**config.mk**
```make
export PLATFORM = sky130hd
export DESIGN_NAME = fft_mem_sequencer
export DESIGN_NICKNAME = d
export VERILOG_FILES = /design/src/rtl/fft_mem_sequencer_pkg.sv /design/src/rtl/fft_mem_sequencer_addr_gen.sv /design/src/rtl/fft_mem_sequencer.sv
export SDC_FILE = /design/constraint.sdc
export NUM_CORES = 1
export LEC_CHECK = 0
export CORE_AREA = 2 2 90 70
export CTS_CLUSTER_DIAMETER = 30
export CTS_CLUSTER_SIZE = 12
export DETAILED_ROUTE_END_ITERATION = 16
export DIE_AREA = 0 0 92 72
export PLACE_DENSITY_LB_ADDON = 0.05
export SLEW_MARGIN = 25
export SYNTH_ARGS = -nofsm -noshare
export SYNTH_HDL_FRONTEND = slang
export SYNTH_SLANG_ARGS = --single-unit
```
**constraint.sdc**
```tcl
create_clock -name clk -period 2.5 [get_ports clk]
set_input_delay 0.375 -clock clk [delete_from_list [all_inputs] [get_ports clk]]
set_output_delay 0.375 -clock clk [all_outputs]
set_load 0.02 [all_outputs]
```
**src/rtl/fft_mem_sequencer_pkg.sv**
```systemverilog
// Shared constants, FSM state encoding and FP4 field helpers for the FFT memory sequencer.
package fft_mem_sequencer_pkg;

  localparam int unsigned N_POINTS   = 32;
  localparam int unsigned ADDR_W     = 5;
  localparam int unsigned NUM_STAGES = 5;
  localparam int unsigned DATA_W     = 8;
  localparam int unsigned STAGE_W    = 3;
  localparam int unsigned CNT_W      = ADDR_W - 1;
  localparam int unsigned FP4_W      = 4;

  typedef enum logic [2:0] {
    StIdle,
    StRdA,
    StRdB,
    StCap,
    StBf,
    StWrX,
    StWrY,
    StDone
  } state_e;

  // Word layout: [3:0] real part, [7:4] imaginary part.
  function automatic logic [FP4_W-1:0] fp4_re(input logic [DATA_W-1:0] w);
    return w[FP4_W-1:0];
  endfunction

  function automatic logic [FP4_W-1:0] fp4_im(input logic [DATA_W-1:0] w);
    return w[DATA_W-1:FP4_W];
  endfunction

endpackage

```
**src/rtl/fft_mem_sequencer_addr_gen.sv**
```systemverilog
// Radix-2 DIT butterfly addressing: (stage, butterfly index) -> operand addresses and twiddle.
module fft_mem_sequencer_addr_gen
  import fft_mem_sequencer_pkg::*;
(
  input  logic [STAGE_W-1:0] stage,
  input  logic [CNT_W-1:0]   bf_cnt,
  output logic [ADDR_W-1:0]  addr_a,
  output logic [ADDR_W-1:0]  addr_b,
  output logic [CNT_W-1:0]   tw_idx
);

  logic [ADDR_W-1:0] half;
  logic [CNT_W-1:0]  mask;
  logic [CNT_W-1:0]  lo;
  logic [CNT_W-1:0]  hi;

  always_comb begin
    half = ADDR_W'(1) << stage;
    mask = half[CNT_W-1:0] - CNT_W'(1);
    lo   = bf_cnt & mask;
    // hi is (k >> s) << s, so one extra left shift opens the gap for the b half.
    hi     = bf_cnt & ~mask;
    addr_a = {hi, 1'b0} | {1'b0, lo};
    addr_b = addr_a | half;
    tw_idx = lo << (STAGE_W'(NUM_STAGES - 1) - stage);
  end

endmodule

```
**src/rtl/fft_mem_sequencer.sv**
```systemverilog
// Radix-2 DIT stage sequencer: drives the ping-pong memory per butterfly and hands it to
// the host port while idle.
module fft_mem_sequencer
  import fft_mem_sequencer_pkg::*;
#(
  parameter int unsigned BF_LAT = 1
) (
  input  logic              clk,
  input  logic              rst,
  input  logic              start,
  input  logic              start_bank,
  output logic              busy,
  output logic              done,
  output logic              result_bank,
  output logic              host_grant,
  input  logic              host_bank_sel,
  input  logic [ADDR_W-1:0] host_rd_addr,
  input  logic              host_wr_en,
  input  logic [ADDR_W-1:0] host_wr_addr,
  input  logic [DATA_W-1:0] host_wr_data,
  output logic              mem_bank_sel,
  output logic [ADDR_W-1:0] mem_rd_addr,
  input  logic [DATA_W-1:0] mem_rd_data,
  output logic              mem_wr_en,
  output logic [ADDR_W-1:0] mem_wr_addr,
  output logic [DATA_W-1:0] mem_wr_data,
  output logic              bf_valid,
  output logic [DATA_W-1:0] bf_a,
  output logic [DATA_W-1:0] bf_b,
  output logic [CNT_W-1:0]  bf_tw_idx,
  input  logic [DATA_W-1:0] bf_x,
  input  logic [DATA_W-1:0] bf_y
);

  localparam int unsigned LAT_W = (BF_LAT > 1) ? $clog2(BF_LAT) : 1;

  state_e              state_q, state_d;
  logic [STAGE_W-1:0]  stage_q, stage_d;
  logic [CNT_W-1:0]    bf_cnt_q, bf_cnt_d;
  logic                src_q, src_d;
  logic [DATA_W-1:0]   bf_a_q, bf_a_d;
  logic [DATA_W-1:0]   bf_b_q, bf_b_d;
  logic [DATA_W-1:0]   y_q, y_d;
  logic [LAT_W-1:0]    lat_cnt_q, lat_cnt_d;
  logic                result_bank_q, result_bank_d;

  logic [ADDR_W-1:0]   addr_a;
  logic [ADDR_W-1:0]   addr_b;
  logic [CNT_W-1:0]    tw_idx;

  fft_mem_sequencer_addr_gen u_addr_gen (
    .stage  (stage_q),
    .bf_cnt (bf_cnt_q),
    .addr_a (addr_a),
    .addr_b (addr_b),
    .tw_idx (tw_idx)
  );

  always_ff @(posedge clk or negedge rst) begin
    if (!rst) begin
      state_q       <= StIdle;
      stage_q       <= '0;
      bf_cnt_q      <= '0;
      src_q         <= 1'b0;
      bf_a_q        <= '0;
      bf_b_q        <= '0;
      y_q           <= '0;
      lat_cnt_q     <= '0;
      result_bank_q <= 1'b0;
    end else begin
      state_q       <= state_d;
      stage_q       <= stage_d;
      bf_cnt_q      <= bf_cnt_d;
      src_q         <= src_d;
      bf_a_q        <= bf_a_d;
      bf_b_q        <= bf_b_d;
      y_q           <= y_d;
      lat_cnt_q     <= lat_cnt_d;
      result_bank_q <= result_bank_d;
    end
  end

  always_comb begin
    state_d       = state_q;
    stage_d       = stage_q;
    bf_cnt_d      = bf_cnt_q;
    src_d         = src_q;
    bf_a_d        = bf_a_q;
    bf_b_d        = bf_b_q;
    y_d           = y_q;
    lat_cnt_d     = lat_cnt_q;
    result_bank_d = result_bank_q;
    mem_bank_sel  = src_q;
    mem_rd_addr   = addr_a;
    mem_wr_en     = 1'b0;
    mem_wr_addr   = addr_a;
    mem_wr_data   = bf_x;
    bf_valid      = 1'b0;
    busy          = 1'b0;
    done          = 1'b0;

    unique case (state_q)
      StIdle: begin
        mem_bank_sel = host_bank_sel;
        mem_rd_addr  = host_rd_addr;
        mem_wr_en    = host_wr_en;
        mem_wr_addr  = host_wr_addr;
        mem_wr_data  = host_wr_data;
        if (start) begin
          state_d  = StRdA;
          src_d    = start_bank;
          stage_d  = '0;
          bf_cnt_d = '0;
        end
      end
      StRdA: begin
        busy    = 1'b1;
        state_d = StRdB;
      end
      StRdB: begin
        busy        = 1'b1;
        mem_rd_addr = addr_b;
        bf_a_d      = mem_rd_data;
        state_d     = StCap;
      end
      StCap: begin
        busy      = 1'b1;
        bf_b_d    = mem_rd_data;
        lat_cnt_d = '0;
        state_d   = StBf;
      end
      StBf: begin
        busy     = 1'b1;
        bf_valid = (lat_cnt_q == '0);
        if (lat_cnt_q == LAT_W'(BF_LAT - 1)) begin
          state_d = StWrX;
        end else begin
          lat_cnt_d = lat_cnt_q + LAT_W'(1);
        end
      end
      StWrX: begin
        busy         = 1'b1;
        mem_bank_sel = ~src_q;
        mem_wr_en    = 1'b1;
        mem_wr_addr  = addr_a;
        mem_wr_data  = bf_x;
        y_d          = bf_y;
        state_d      = StWrY;
      end
      StWrY: begin
        busy         = 1'b1;
        mem_bank_sel = ~src_q;
        mem_wr_en    = 1'b1;
        mem_wr_addr  = addr_b;
        mem_wr_data  = y_q;
        if (bf_cnt_q != CNT_W'(N_POINTS / 2 - 1)) begin
          bf_cnt_d = bf_cnt_q + CNT_W'(1);
          state_d  = StRdA;
        end else if (stage_q != STAGE_W'(NUM_STAGES - 1)) begin
          stage_d  = stage_q + STAGE_W'(1);
          bf_cnt_d = '0;
          src_d    = ~src_q;
          state_d  = StRdA;
        end else begin
          // Final stage wrote into ~src, which is where the result lives.
          result_bank_d = ~src_q;
          state_d       = StDone;
        end
      end
      StDone: begin
        done    = 1'b1;
        state_d = StIdle;
      end
    endcase
  end

  assign host_grant  = ~busy;
  assign result_bank = result_bank_q;
  assign bf_a        = bf_a_q;
  assign bf_b        = bf_b_q;
  assign bf_tw_idx   = tw_idx;

endmodule
```
==> Yosys cells after proc, flatten, opt, wreduce, memory -nomap -nowiden <==
Index checks and enable logic that the tools add are counted.
{ "word_totals": {"reg_bits": 37, "input_bits": 48, "out_inout_bits": 45, "wordCells": 76} }
{ "op_classes": {"add_sub_neg": 5, "eq_ne": 14, "shifts": 2, "n_mux": 27, "bitwise_logic": 10, "reduce_logical": 9} }
{ "ops": {"columns": ["operator", "count"], "rows": [
  ["one-hot mux 3 bit (8 select lines)", 1],
  ["two-way mux 3 bit", 7],
  ["one-hot mux 5 bit (2 select lines)", 2],
  ["one-hot mux 8 bit (2 select lines)", 1],
  ["equality test 3 bit (second input constant)", 4],
  ["two-way mux 4 bit", 3],
  ["AND 4 bit", 2],
  ["inequality test 2 bit (second input constant)", 4],
  ["one-hot mux 1 bit (2 select lines)", 4],
  ["one-hot mux 4 bit (2 select lines)", 1],
  ["two-way mux 1 bit", 7],
  ["equality test 3 x 2 -> 1 bit (second input constant)", 2],
  ["inequality test 3 bit (second input constant)", 2],
  ["one-hot mux 3 bit (2 select lines)", 1],
  ["AND reduction 3 bit", 2],
  ["OR reduction 6 bit", 1],
  ["NOT 1 bit", 5],
  ["bitwise OR 5 x 4 -> 5 bit", 1],
  ["bitwise OR 5 bit", 1],
  ["<< shifter 1 x 3 -> 5 bit (first input constant)", 1],
  ["adder 4 x 1 -> 4 bit (second input constant)", 1],
  ["inequality test 4 bit (second input constant)", 1],
  ["NOT 4 bit", 1],
  ["AND reduction 4 bit", 1],
  ["other kinds (10)", 11]
]} }

==> Longest topological paths before layout <==
Gate-level depths: netlist (run 1).
{ "logic_depth": {"ltp_word": 7, "ltp_mapped": 9, "ltp_nobuf": 9} }

==> By module <==
Synthesis (run 1) repeated with hierarchy kept, for this count alone.
{ "unflattened": {"hier_cells": 269, "hier_area_um2": 2577.5} }
{ "by_module_without_submodules": {"columns": ["module", "n_inst", "cells_each", "area_per_inst_um2", "seq_area_each_um2"], "rows": [
  ["fft_mem_sequencer", 1, 220, 2237.1, 900.9],
  ["fft_mem_sequencer_addr_gen", 1, 49, 340.3, 0.0]
]} }

==> Least setup slack after synthesis (run 1) <==
OpenSTA, ideal clock, no wires.
{ "synth_path": {"path_kind": "register to output", "startpoint": "register stage_q[0]", "endpoint": "output bf_tw_idx[2]", "arrival_time_ps": 2296, "required_time_ps": 2125, "path_slack_ps": -171, "stages_incl_launch_ff": 10, "path_buffers": 0, "cell_sequence": "dfrtp_1 > inv_1 > ha_1 > ha_1 > inv_1 > ha_1 > nor2b_1 > a21o_1 > a31oi_1 > a211oi_1"} }
{ "synth_via": {"elab_chain_cells": 4, "word_cells_on_any_way": 5, "classes_between": "add/sub (2); shift (2); bitwise (1)"} }
{ "synth_lines": {"columns": ["item", "line_no", "source"], "rows": [
  ["from (decl)", "fft_mem_sequencer.sv:38", "logic [STAGE_W-1:0] stage_q, stage_d;"],
  ["from (signal assigned)", "fft_mem_sequencer.sv:72", "stage_q <= stage_d;"],
  ["<< shifter 1 x 3 -> 5 bit", "fft_mem_sequencer_addr_gen.sv:18", "half = ADDR_W'(1) << stage;"],
  ["subtractor 4 x 1 -> 4 bit", "fft_mem_sequencer_addr_gen.sv:19", "mask = half[CNT_W-1:0] - CNT_W'(1);"],
  ["AND 4 bit", "fft_mem_sequencer_addr_gen.sv:20", "lo = bf_cnt & mask;"],
  ["<< shifter 4 x 3 -> 4 bit (*)", "fft_mem_sequencer_addr_gen.sv:25", "tw_idx = lo << (STAGE_W'(NUM_STAGES - 1) - stage);"],
  ["to (decl)", "fft_mem_sequencer.sv:30", "output logic [CNT_W-1:0] bf_tw_idx,"]
]} }
Mark *: on every way between the ends. The rest lies on a longest branch, timed or not.

==> Final worst setup path (run 1) <==
{ "layout_path": {"startpoint": "register stage_q[0]", "endpoint": "output bf_tw_idx[3]"} }
The elaborated chain is that of the path after synthesis.

==> results of run 1 <==
-- layer usage --
layer  vias to the layer above  global-route usage (%)
met5                         -                       0
li1                       1078                       -
met3                         7                    4.78
met1                      1088                    28.3
met2                        80                    35.4
met4                         0                    5.31
-- power by group --
| part | internal (uW) | switching, uW |
|---|---|---|
| Clock | 295 | 220 |
| Sequential | 837 | 217 |
| Combinational | 1260 | 1290 |
-- placed cells by master, fill, tap and decap left out, types with 3 or more instances in the layout --
cell	synthesis	final
clkdlybuf4s50_1	0	70
nand2_1	35	34
dfrtp_1	36	33
buf_4	5	33
mux2_1	14	14
nor2_1	14	12
a22oi_1	11	11
mux2_2	10	10
inv_1	12	9
nand3_1	9	9
dlymetal6s2s_1	0	9
buf_6	0	9
o21ai_0	7	7
ha_4	0	7
o21ai_1	6	6
a21oi_2	1	5
o22ai_1	5	5
clkbuf_8	0	5
a31oi_1	4	4
o211ai_1	4	4
inv_2	0	3
a21o_1	3	3
dfrtp_2	0	3
-- worst max-delay path: cells and delay by family (launching register included) --
family | cells | cell delay [ns]
DFF | 1 | 0.40
AOI/OAI and AO/OA | 2 | 0.39
buffers and inverters | 2 | 0.27
and+or+nand+nor | 2 | 0.50
adders and majority gates | 2 | 0.32
-- per-stage QoR --
stage / hold WS (ns) / cells
after floorplan: 0.0794 / 237
after global placement: 0.471 / 417
after detailed placement: 0.478 / 417
after CTS: 0.188 / 432
after global routing: 0.227 / 434
final: 0.166 / 434
-- cells by family (layout without fill, tap and decap cells) --
group	after synthesis	in the layout	synth area share (%)
AO/OA/AOI/OAI	57	57	18.5
XOR/XNOR	3	3	1.15
adder cells (fa/ha/maj)	9	9	4.92
buffers and inverters	26	145	5.47
flip-flops	36	36	39.4
multiplexers	25	25	12.2
AND/OR/NAND/NOR	81	81	18.3
-- layout make-up --
cell class	count	area (um2)
clock buffers	5	68.8
well taps	78	97.6
clock inverters	3	42.5
fillers	461	1910
repair buffers	125	1190
flip-flops and latches	36	905
multi-input cells	175	1450
inverters	12	45.0
-- sequential cells by signal, summed over array words and instances (netlist names) --
| register | cells |
|---|---|
| bf_a | 8 |
| src_q | 1 |
| bf_cnt_q | 4 |
| y_q | 8 |
| bf_b | 8 |
| stage_q | 3 |
| state_q | 3 |
| result_bank | 1 |
-- what timing repair did --
action | 4_1_cts | 5_1_grt
cloned | 0 | 0
pin swaps | 13 | 7
buffers inserted | 7 | 2
endpoints found under the hold margin | 0 | 0
endpoints found under the setup margin | 24 | 22
resized for setup | 84 | 24
-- final timing paths --
| path | start | end | slack, ns |
|---|---|---|---|
| min reg2reg | bf_a[7]$_DFFE_PN0P_ | bf_a[7]$_DFFE_PN0P_ | 0.49 |
| min | rst | bf_a[4]$_DFFE_PN0P_ | 0.17 |
| min in group clk | bf_a[7]$_DFFE_PN0P_ | bf_a[7]$_DFFE_PN0P_ | 0.49 |
| max reg2reg | stage_q[0]$_DFFE_PN0P_ | stage_q[2]$_DFFE_PN0P_ | 0.50 |
| max | stage_q[0]$_DFFE_PN0P_ | bf_tw_idx[3] | -0.04 |
| max in group asynchronous | rst | state_q[1]$_DFFE_PN0P_ | 1.77 |
==> impl_metrics.json, run 1 <==
{
  "worstMarginPinSlew_ns": 0.807,
  "fmax_mhz": 393,
  "htree_num_levels": 2,
  "ys_top_cells_by_area": "dfrtp_1 (39%), mux2_1 (6.9%), nand2_1 (5.7%)",
  "setup-violations-final": 7,
  "crit_path_end_kind": "primary output",
  "final_cell_area_um2": 3800,
  "coreArea_um2": 5710,
  "final.setup.tns_ns": -0.153,
  "yosysWarnings": 0,
  "area_growth_pct": 66.0,
  "wl_per_cell_um": 15.3,
  "synth_cell_type_count": 54,
  "report.final.slew_viol_count": 0,
  "worst_ir_drop_vdd_mv": 0.611,
  "dr.pass1.iters": 4,
  "synth_top_area_share_pct": 39.4,
  "path_clk_slew_ns": 0.08,
  "relSlewSlack_pct": 46.2,
  "totalPowerFinal_uw": 4110,
  "num_vias": 2253,
  "yosysMostFrequentCell": "dfrtp_1",
  "routed-wl-met3_um": 415,
  "synth_ff_type": "dfrtp_1",
  "final_nets": 412,
  "diodes": 0,
  "slowest_stage": "dfrtp_1",
  "ctsHoldBuffers": 0,
  "track_usage_pct": 21.2,
  "antenna_found_initial": 0,
  "postLayoutCoreUtil_pct": 66.6,
  "setup_slack_ns": -0.0418,
  "synth_seq_cells": 36,
  "grt_overflow": 0,
  "synth-edff-count": 0,
  "period_needed_ns": 2.54,
  "placed_area_um2": 3410,
  "portBuffers": 92,
  "hpwl_um": 4970,
  "critPathMostFrequentCell": "ha_4",
  "crit_path_max_fanout": 5,
  "synthTopCellsByCount": "dfrtp_1 (36), nand2_1 (35), mux2_1 (14), nor2_1 (14), inv_1 (12)",
  "drt-total-wl_um": 6660,
  "clock-sinks": 36,
  "crit_chain": "inv_2 -> ha_4 -> ha_4 -> nand2b_1 -> a32oi_4 -> or3_4 -> a221oi_2 -> buf_4",
  "synth_area_per_cell_um2": 9.66,
  "period_share_pct": 102,
  "hold_viol_final": 0,
  "drt_iter0_drc": 74,
  "start_kind": "register",
  "start_util_pct": 40.1,
  "die_area_um2": 6620,
  "violations": "negative setup slack",
  "clock_latency_ns": 0.29,
  "grt_setup_unrepaired": "yes",
  "synth-seq-area-share_pct": 39.4,
  "io_pins": 93,
  "synth_nets": 294,
  "root_buffer": "clkbuf_8",
  "status": "finished, violations left",
  "grt_max_degree": 37,
  "drc_errors": 0,
  "dr.max_layer_used": "met4",
  "dieHeight_um": 72,
  "place_congestion": 0.927,
  "fp.dieW_um": 92,
  "synthArstFlopShare_pct": 100,
  "grt_pass1_vias": 2309,
  "critPathRequiredTime_ns": 2.12,
  "synth_top_cell_by_area": "dfrtp_1",
  "max_stage_delay_ns": 0.40,
  "hold_path.class": "primary input to async pin",
  "critical_path_class": "register to primary output",
  "grt_pass1_wl_um": 11100,
  "cts_tree": "built",
  "netlist_instances": 237,
  "finalClockSkew_ns": 0.00634,
  "vias_per_cell": 5.19,
  "cap_violations": 0,
  "r2r_cells": 9,
  "syn_area_um2": 2290,
  "layout-drive-gt1-share_pct": 29.2,
  "power_density_nw_per_um2": 1080,
  "antenna_left": 0,
  "arrival_ns": 2.17,
  "pre_cts_slack_ns": -0.420,
  "cts_buffers": 5,
  "met1Wirelength_um": 3000,
  "p_leak_uw": 0.00169,
  "cts.path.max_buffers": 2,
  "rows": 24,
  "wl_met2_um": 3190
}
(Power assumes the default switching activity.)
==> run 2: changes to the inputs <==
--- a/config.mk
+++ b/config.mk
@@ -5,6 +5,7 @@
 export SDC_FILE = /design/constraint.sdc
 export NUM_CORES = 1
 export LEC_CHECK = 0
+export CAP_MARGIN = 10
 export CORE_AREA = 2 2 90 70
 export CTS_CLUSTER_DIAMETER = 30
 export CTS_CLUSTER_SIZE = 12
==> results of run 2 <==
Same layout as run 1: the final DEF is identical, and so are final timing and power.
==> run 3: changes to the inputs <==
--- a/config.mk
+++ b/config.mk
@@ -7,10 +7,12 @@
 export LEC_CHECK = 0
 export CAP_MARGIN = 10
 export CORE_AREA = 2 2 90 70
+export CTS_BUF_LIST = sky130_fd_sc_hd__clkbuf_4
 export CTS_CLUSTER_DIAMETER = 30
 export CTS_CLUSTER_SIZE = 12
 export DETAILED_ROUTE_END_ITERATION = 16
 export DIE_AREA = 0 0 92 72
+export GPL_ROUTABILITY_DRIVEN = 0
 export PLACE_DENSITY_LB_ADDON = 0.05
 export SLEW_MARGIN = 25
 export SYNTH_ARGS = -nofsm -noshare
==> run 3 against run 2 <==
  * The run still ends with negative setup slack left
  * Global-route usage down 0.068 points
  * Final area down 1.3%
  * Register-to-register slack worse by 0.04 ns
  * Worst setup slack worse by 0.080 ns
  * Via count down 1.0%
  * Largest cell class unchanged
  * Combinational power about the same
  * Largest power group unchanged
  * First-iteration DRC count down 11%
==> impl_metrics.json, run 3 (same netlist as run 1, synthesis figures left out) <==
{
  "rr_startpoint": "stage_q[0]$_DFFE_PN0P_",
  "startpoint": "stage_q[0]$_DFFE_PN0P_",
  "hold_path.class": "primary input to async pin",
  "pre_cts_slack_ns": -0.420,
  "max_stage_delay_ns": 0.39,
  "fmax_mhz": 381,
  "crit_chain": "inv_2 -> ha_4 -> ha_4 -> buf_4 -> nor2_4 -> a32oi_4 -> or3_4 -> a221oi_2 -> buf_4",
  "status": "finished, violations left",
  "clock_latency_ns": 0.34,
  "grt_max_degree": 37,
  "num_vias": 2230,
  "drt-total-wl_um": 6600,
  "violations": "negative setup slack",
  "start_kind": "register",
  "root_buffer": "clkbuf_4",
  "cap_violations": 0,
  "fp.dieW_um": 92,
  "finalClockSkew_ns": 0.0105,
  "wl_per_cell_um": 15.1,
  "swShare_pct": 42.9,
  "pwr-share-clk_pct": 10.4,
  "critical_path_class": "register to primary output",
  "critPathRequiredTime_ns": 2.12,
  "grt_pass1_wl_um": 11100,
  "track_usage_pct": 21.1,
  "layout-drive-gt1-share_pct": 30.2,
  "p_leak_uw": 0.00164,
  "dr.pass1.iters": 4,
  "rows": 24,
  "htree_num_levels": 2,
  "power_density_nw_per_um2": 1060,
  "cts_buffers": 5,
  "path_clk_slew_ns": 0.12,
  "p_int_uw": 2270,
  "ctsHoldBuffers": 0,
  "start_util_pct": 40.1,
  "period_needed_ns": 2.62,
  "vias_per_cell": 5.11,
  "crit_path_end_kind": "primary output",
  "slowest_stage": "dfrtp_1",
  "setup_slack_ns": -0.122,
  "setup-violations-final": 9,
  "grt_overflow": 0,
  "antenna_left": 0,
  "drt_iter0_drc": 66,
  "grt_pass1_vias": 2344,
  "period_share_pct": 105,
  "area_growth_pct": 63.9,
  "coreArea_um2": 5710,
  "clock-sinks": 36,
  "report.final.slew_viol_count": 0,
  "final_nets": 414,
  "cts.path.max_buffers": 2,
  "p_comb_share_pct": 63.3,
  "crit_path_max_fanout": 5,
  "dieHeight_um": 72,
  "drc_errors": 0,
  "grt_setup_unrepaired": "yes",
  "io_pins": 93,
  "relSlewSlack_pct": 46.0,
  "portBuffers": 92,
  "hold_viol_final": 0,
  "final_cell_mix": "clkdlybuf4s50_1 (68), buf_4 (36), nand2_1 (34)",
  "arrival_ns": 2.25,
  "final.setup.tns_ns": -0.670,
  "worstMarginPinSlew_ns": 0.811,
  "worst_ir_drop_vdd_mv": 0.583,
  "p_seq_share_pct": 26.3,
  "cts_tree": "built",
  "diodes": 0,
  "die_area_um2": 6620,
  "hpwl_um": 4970,
  "layout_commonest_cell": "clkdlybuf4s50_1",
  "p_switching_uw": 1710,
  "antenna_found_initial": 0
}
[run 3: changes by cell type in the layout (fill, tap and decap cells not counted), sizes merged]
cell           change
buf                +2
clkdlybuf4s50      -2
clkbuf             +1
dlymetal6s2s       -6
dlygate4sd2        +7
[run 3: worst max-delay path, delay by kind of cell, from the launching register on]
kind,cells,cell delay (ns)
buffers and inverters,3,0.39
AND/OR/NAND/NOR,2,0.46
AO/OA/AOI/OAI,2,0.32
flip-flops,1,0.39
adder cells (fa/ha/maj),2,0.35
[run 3: final cells by class]
cell class | count | area [um2]
clock buffer | 5 | 37.5
clock inverter | 3 | 42.5
fill | 470 | 1960
inverter | 12 | 45.0
multi-input combinational | 175 | 1450
sequential | 36 | 905
tap | 78 | 97.6
timing repair buffer | 127 | 1170
[run 3: final timing paths]
| check | end | slack (ns) | cells past startpoint |
|---|---|---|---|
| min in group clk | bf_b[0]$_DFFE_PN0P_ | 0.50 | 1 |
| max in group asynchronous | state_q[1]$_DFFE_PN0P_ | 1.83 | 1 |
| hold reg to reg | bf_b[0]$_DFFE_PN0P_ | 0.50 | 1 |
| setup / recovery | bf_tw_idx[3] | -0.12 | 9 |
| setup reg to reg | stage_q[2]$_DFFE_PN0P_ | 0.46 | 9 |
| hold / removal | bf_a[4]$_DFFE_PN0P_ | 0.11 | 1 |
[run 3: power groups by stage]
stage          Clock [uW]  Sequential [uW]  Combinational [uW]
3_5_place_dp            0             1050                2500
5_1_grt               452             1090                2720
3_3_place_gp            0             1050                2480
2_1_floorplan           0             1140                1310
6_report              414             1050                2520
4_1_cts               422             1050                2500
[run 3: timing repair]
item	CTS	global route
setup buffers	9	2
resized for setup	100	11
setup endpoints to repair	26	17
cloned	0	0
pin swaps	15	5
[run 3: stage by stage]
| stage | power, uW | utilization [%] | cells | hold WS, ns | cell area, um2 |
|---|---|---|---|---|---|
| 6_report | 3980 | 65.7 | 436 | 0.105 | 3750 |
| 5_1_grt | 4260 | 65.7 | 436 | 0.146 | 3750 |
| 4_1_cts | 3970 | 65.0 | 434 | 0.117 | 3710 |
| 3_5_place_dp | 3560 | 59.7 | 417 | 0.478 | 3410 |
| 3_3_place_gp | 3530 | 59.7 | 417 | 0.471 | 3410 |
| 2_1_floorplan | 2450 | - | 237 | 0.0794 | 2290 |
[run 3: routing by layer]
metal  GRT usage (%)  wire length, um  up-vias
met2            35.7             3130       70
met5               0                0        -
met4            4.98               65        0
met1            27.9             2980     1068
met3            4.98              420        8
li1                -                -     1084
